[src/rtl/disp_sched_pkg.sv]
// Shared types and constants for the display scheduler.
// DISP_SCHED_LOCK_EN adds the post-show LOCK state to the state enum.
package disp_sched_pkg;

  localparam int unsigned TimerWidth        = 8;
  localparam int unsigned ShowCyclesDefault = 8;
  localparam int unsigned LockCyclesDefault = 4;

  typedef enum logic [1:0] {
    StLights = 2'd0,
    StRoll   = 2'd1,
`ifdef DISP_SCHED_LOCK_EN
    StShow   = 2'd2,
    StLock   = 2'd3
`else
    StShow   = 2'd2
`endif
  } sched_state_e;

endpackage

[src/rtl/sched_timer.sv]
// Loadable 8-bit down-counter that saturates at zero; load wins over dec.
module sched_timer
  import disp_sched_pkg::*;
(
  input  logic                  clk,
  input  logic                  rst,
  input  logic                  load,
  input  logic [TimerWidth-1:0] load_val,
  input  logic                  dec,
  output logic                  zero
);

  logic [TimerWidth-1:0] count_q, count_d;

  always_comb begin
    count_d = count_q;
    if (load) begin
      count_d = load_val;
    end else if (dec && (count_q != '0)) begin
      count_d = count_q - 1'b1;
    end
  end

  always_ff @(posedge clk or negedge rst) begin
    if (!rst) begin
      count_q <= '0;
    end else begin
      count_q <= count_d;
    end
  end

  assign zero = (count_q == '0);

endmodule

[src/rtl/display_scheduler.sv]
// Arbitrates one display between a dice source and a traffic-light source.
// Define DISP_SCHED_LOCK_EN to add a LOCK hold-off after every dice show.
module display_scheduler
  import disp_sched_pkg::*;
#(
  parameter int unsigned SHOW_CYCLES = ShowCyclesDefault,
  parameter int unsigned LOCK_CYCLES = LockCyclesDefault
) (
  input  logic       clk,
  input  logic       rst,
  input  logic       button,
  input  logic [2:0] dice_val,
  input  logic [2:0] light_val,
  output logic       dice_en,
  output logic       lights_en,
  output logic       sel,
  output logic [2:0] result,
  output logic       show_done
);

  localparam logic [TimerWidth-1:0] ShowLoad = TimerWidth'(SHOW_CYCLES - 1);
`ifdef DISP_SCHED_LOCK_EN
  localparam logic [TimerWidth-1:0] LockLoad = TimerWidth'(LOCK_CYCLES - 1);
`endif

  sched_state_e state_q, state_d;

  logic                  sel_q, sel_d;
  logic                  dice_en_q, dice_en_d;
  logic                  lights_en_q, lights_en_d;
  logic                  show_done_q, show_done_d;
  logic [2:0]            result_q, result_d;

  logic                  tmr_load;
  logic [TimerWidth-1:0] tmr_load_val;
  logic                  tmr_dec;
  logic                  tmr_zero;

  sched_timer u_timer (
    .clk      (clk),
    .rst      (rst),
    .load     (tmr_load),
    .load_val (tmr_load_val),
    .dec      (tmr_dec),
    .zero     (tmr_zero)
  );

  always_comb begin
    state_d      = state_q;
    tmr_load     = 1'b0;
    tmr_load_val = '0;
    tmr_dec      = 1'b0;
    show_done_d  = 1'b0;
    case (state_q)
      // lights_en_q is low only in the first cycle after reset, which forces
      // one full LIGHTS cycle before a held button can start a roll.
      StLights: begin
        if (button && lights_en_q) begin
          state_d = StRoll;
        end
      end
      StRoll: begin
        if (!button) begin
          state_d      = StShow;
          tmr_load     = 1'b1;
          tmr_load_val = ShowLoad;
        end
      end
      StShow: begin
        if (button) begin
          state_d = StRoll;
        end else if (tmr_zero) begin
          show_done_d = 1'b1;
`ifdef DISP_SCHED_LOCK_EN
          state_d      = StLock;
          tmr_load     = 1'b1;
          tmr_load_val = LockLoad;
`else
          state_d      = StLights;
`endif
        end else begin
          tmr_dec = 1'b1;
        end
      end
`ifdef DISP_SCHED_LOCK_EN
      StLock: begin
        if (tmr_zero) begin
          state_d = StLights;
        end else begin
          tmr_dec = 1'b1;
        end
      end
`endif
      default: state_d = StLights;
    endcase
  end

  // Outputs are decoded from the next state so they line up with state_q.
  always_comb begin
    sel_d       = 1'b1;
    dice_en_d   = 1'b0;
    lights_en_d = 1'b1;
    case (state_d)
      StRoll: begin
        sel_d       = 1'b0;
        dice_en_d   = 1'b1;
        lights_en_d = 1'b0;
      end
      StShow: begin
        sel_d       = 1'b0;
        lights_en_d = 1'b0;
      end
      default: ;
    endcase
    result_d = sel_q ? light_val : dice_val;
  end

  always_ff @(posedge clk or negedge rst) begin
    if (!rst) begin
      state_q     <= StLights;
      sel_q       <= 1'b1;
      dice_en_q   <= 1'b0;
      lights_en_q <= 1'b0;
      show_done_q <= 1'b0;
      result_q    <= 3'b000;
    end else begin
      state_q     <= state_d;
      sel_q       <= sel_d;
      dice_en_q   <= dice_en_d;
      lights_en_q <= lights_en_d;
      show_done_q <= show_done_d;
      result_q    <= result_d;
    end
  end

  assign sel       = sel_q;
  assign dice_en   = dice_en_q;
  assign lights_en = lights_en_q;
  assign show_done = show_done_q;
  assign result    = result_q;

endmodule

[config.mk]
export PLATFORM = sky130hd
export DESIGN_NAME = display_scheduler
export DESIGN_NICKNAME = d
export VERILOG_FILES = /design/src/rtl/disp_sched_pkg.sv /design/src/rtl/sched_timer.sv /design/src/rtl/display_scheduler.sv
export SDC_FILE = /design/constraint.sdc
export NUM_CORES = 1
export LEC_CHECK = 0
export BUFFER_PORTS_ARGS = -buffer_cell sky130_fd_sc_hd__buf_4
export CORE_ASPECT_RATIO = 2
export CORE_MARGIN = 3
export CORE_UTILIZATION = 25
export DETAILED_ROUTE_END_ITERATION = 6
export PLACE_DENSITY_LB_ADDON = 0.15
export SLEW_MARGIN = 15
export SYNTH_ARGS = -nofsm -noshare
export SYNTH_HDL_FRONTEND = slang
export SYNTH_SLANG_ARGS = --single-unit
export TNS_END_PERCENT = 1
[constraint.sdc]
create_clock -name clk -period 2.48 [get_ports clk]
set_input_delay 0.744 -clock clk [delete_from_list [all_inputs] [get_ports clk]]
set_output_delay 0.744 -clock clk [all_outputs]
set_load 0.01 [all_outputs]
==> qor.yml <==
timing:
  worst_pin_slew_ps: 373.3
  setup-tns-final_ps: 0
  fin_crit_ps: 2027
  rsz0062_at_grt: "false"
  setup_viol: 0
  fmax_mhz: 493.3
  slew_viol_final: 0
  max_slew_margin_pct: 74.77
  hold_viol: 0
  fin_crit_sh_pct: 81.74
  finClkSkew_ps: 4.067
synthesis:
  syn-num-nets: 75
  async_flop_share_pct: 100.0
  yosys-top-cells-area: "dfrtp_1, mux2_2, dfstp_2"
  synth_warnings: 0
  synth_cells: 64
  ys_seq_area_share_pct: 55.99
  synth.top_cell.area_share_pct: 52.55
  synth_top_area_cell: "dfrtp_1"
  ys.flop_type: "dfrtp_1"
  syn_avg_cell_area_um2: 11.91
  synth_edf_count: 0
  synth_cell_types: 30
  synth_area_um2: 762.0
  ys_ff_latch: 17
place:
  dp_hpwl_um: 1277
  place_congestion: 0.7898
  placed_cells: 108
  io_buffers: 15
  postPlaceCellArea_um2: 910.9
layout:
  diodes: 0
  fill_cells: 319
  nets: 95
  stdcell_count: 112
  area_growth_pct: 25.62
  postLayoutCellArea_um2: 957.2
  drive_gt1_share_pct: 34.94
floorplanning:
  pin_count: 16
  die_area_um2: 3786
  fp-row-count: 27
  die_w_um: 45.04
  start_util_pct: 26.85
  core_area_um2: 2838
  fp.dieH_um: 84.08
global_route:
  antenna_found_initial: 0
  grt_use_total_pct: 10.60
  grt_pass1_wl_um: 2904
  overflow: 0
  grt_pass1_vias: 621
  grt_max_degree: 18
routing:
  drt_iter0_markers: 12
  wl_met1_um: 544
  ant_nets: 0
  wl_met2_um: 973
  route.met3.wl_um: 78
  routedWlPerCell_um: 14.57
  routed_wl_um: 1632
  viasPerCell: 5.018
  drtPass1Iterations: 4
  routed.top_layer: "met4"
  vias: 562
  drc: 0
worst_setup_path:
  crit_arrival_ps: 2160
  slowest_stage: "or3b_2"
  path_buf_inv: 1
  max_stage_delay_ps: 520
  critPathLaunchType: "flop"
  worstPathCellList: "inv_1 > ha_1 > or3b_2 > o21a_4 > nor2_1 > ha_1"
  cp_max_fo: 4
  critPathTopFamily: "simple AND/OR/NAND/NOR gates"
  critPathKind: "reg2reg"
  worst_ep_required_time_ps: 2610
  critPathMostFrequentCell: "ha_1"
  crit_path_end_kind: "flop"
clocking:
  clkSinkCount: 17
  post_cts_resized: 0
  ctsHoldBuffers: 0
  cts_buffers: 3
  cts_max_level: 1
  clk_latency_ps: 250
  post_cts_buffers: 0
  clk_pin_slew_worst_paths_ps: 70
  root_buffer: "clkbuf_8"
  cts_tree: "yes"
  clockBufferDepth: 2
flow_run:
  cap_violations: 0
power:
  powerDensity_nw_per_um2: 845.0
  leakage_nw: 0.4510
  peakVddDrop_mv: 0.3926
hold_path:
  hold_path.class: "in2async"
outcome:
  status: "finished clean"
==> cell usage after synthesis, types with 2 or more instances <==
cell,number
ha_1,2
nor2_1,7
mux2_2,3
nand2_1,6
nor3_1,2
o211ai_1,2
dfrtp_1,16
inv_1,3
mux2i_1,2
==> layer usage <==
layer  track usage (%)  vias up
met5                 0        -
met2             19.12       17
li1                  -      266
met1             9.959      275
met3             2.160        4
met4             6.400        0
==> state kept, by name (all words and copies together) (netlist names) <==
register,cells
dice_en,1
lights_en,1
result,3
sel,1
show_done,1
state_q,2
u_timer.count_q,8
==> final cells by class <==
class	instances	area (µm²)	area share [%]
Sequential cell	17	426.7	44.58
Multi-Input combinational cell	44	324.1	33.86
Timing Repair Buffer	15	112.6	11.76
Clock buffer	3	41.29	4.314
Tap cell	29	36.28	3.791
Inverter	3	11.26	1.176
Clock inverter	1	5.005	0.5229
==> where the power goes <==
group | switching [mW] | total, mW | leakage, nW | internal [mW]
Sequential | 0.0506 | 0.394 | 0.208 | 0.343
Clock | 0.0987 | 0.210 | 0.0255 | 0.112
Combinational | 0.0944 | 0.205 | 0.218 | 0.110
==> cell usage in the layout, fill, tap and decap left out, types with 2 or more instances in the layout <==
cell      instances
nand2_1           6
clkbuf_8          3
ha_1              2
o211ai_1          2
nor3_1            2
dfrtp_1          16
buf_4            15
nor2_1            7
inv_1             3
mux2i_1           2
mux2_2            3
==> worst register-to-register path, delay by kind of cell, from the launching register on <==
| family | cells | cell delay, ps |
|---|---|---|
| and+or+nand+nor | 2 | 650 |
| buffers and inverters | 1 | 70 |
| AOI/OAI and AO/OA | 1 | 240 |
| adders and majority gates | 2 | 540 |
| DFF | 1 | 410 |
==> through the flow <==
| stage | setup WS, ps | util [%] | hold WS [ps] | total power, mW |
|---|---|---|---|---|
| floorplan | 635.5 | - | 448.4 | 0.5039 |
| global placement | 432.0 | 32.10 | 488.3 | 0.6126 |
| detailed placement | 415.1 | 32.10 | 507.0 | 0.6138 |
| CTS | 405.1 | 33.73 | 354.2 | 0.8275 |
| global route | 303.5 | 33.73 | 353.1 | 0.8636 |
| finish | 452.9 | 33.73 | 346.3 | 0.8088 |
==> logic make-up (layout without fill, tap and decap cells) <==
kind of cell	count (synthesis)	in the layout	synth area share (%)
compound gates	10	10	11.99
buf+inv	3	22	1.478
xor+xnor	2	2	2.299
mux	5	5	7.061
simple gates	25	25	17.90
flops	17	17	55.99
fa+ha+maj	2	2	3.284
==> path summary, 6_finish.rpt <==
check,start,end,slack [ps],depth (start not counted)
worst max register to register,u_timer.count_q[0],lights_en,450,6
worst min-delay path,rst,u_timer.count_q[6],350,1
worst max-delay path,u_timer.count_q[0],lights_en,450,6
max in group asynchronous,rst,sel,1880,1
min in group clk,u_timer.count_q[7],u_timer.count_q[7],520,1
worst min register to register,u_timer.count_q[7],u_timer.count_q[7],520,1
Note: power is estimated with default switching activity, not from simulation.
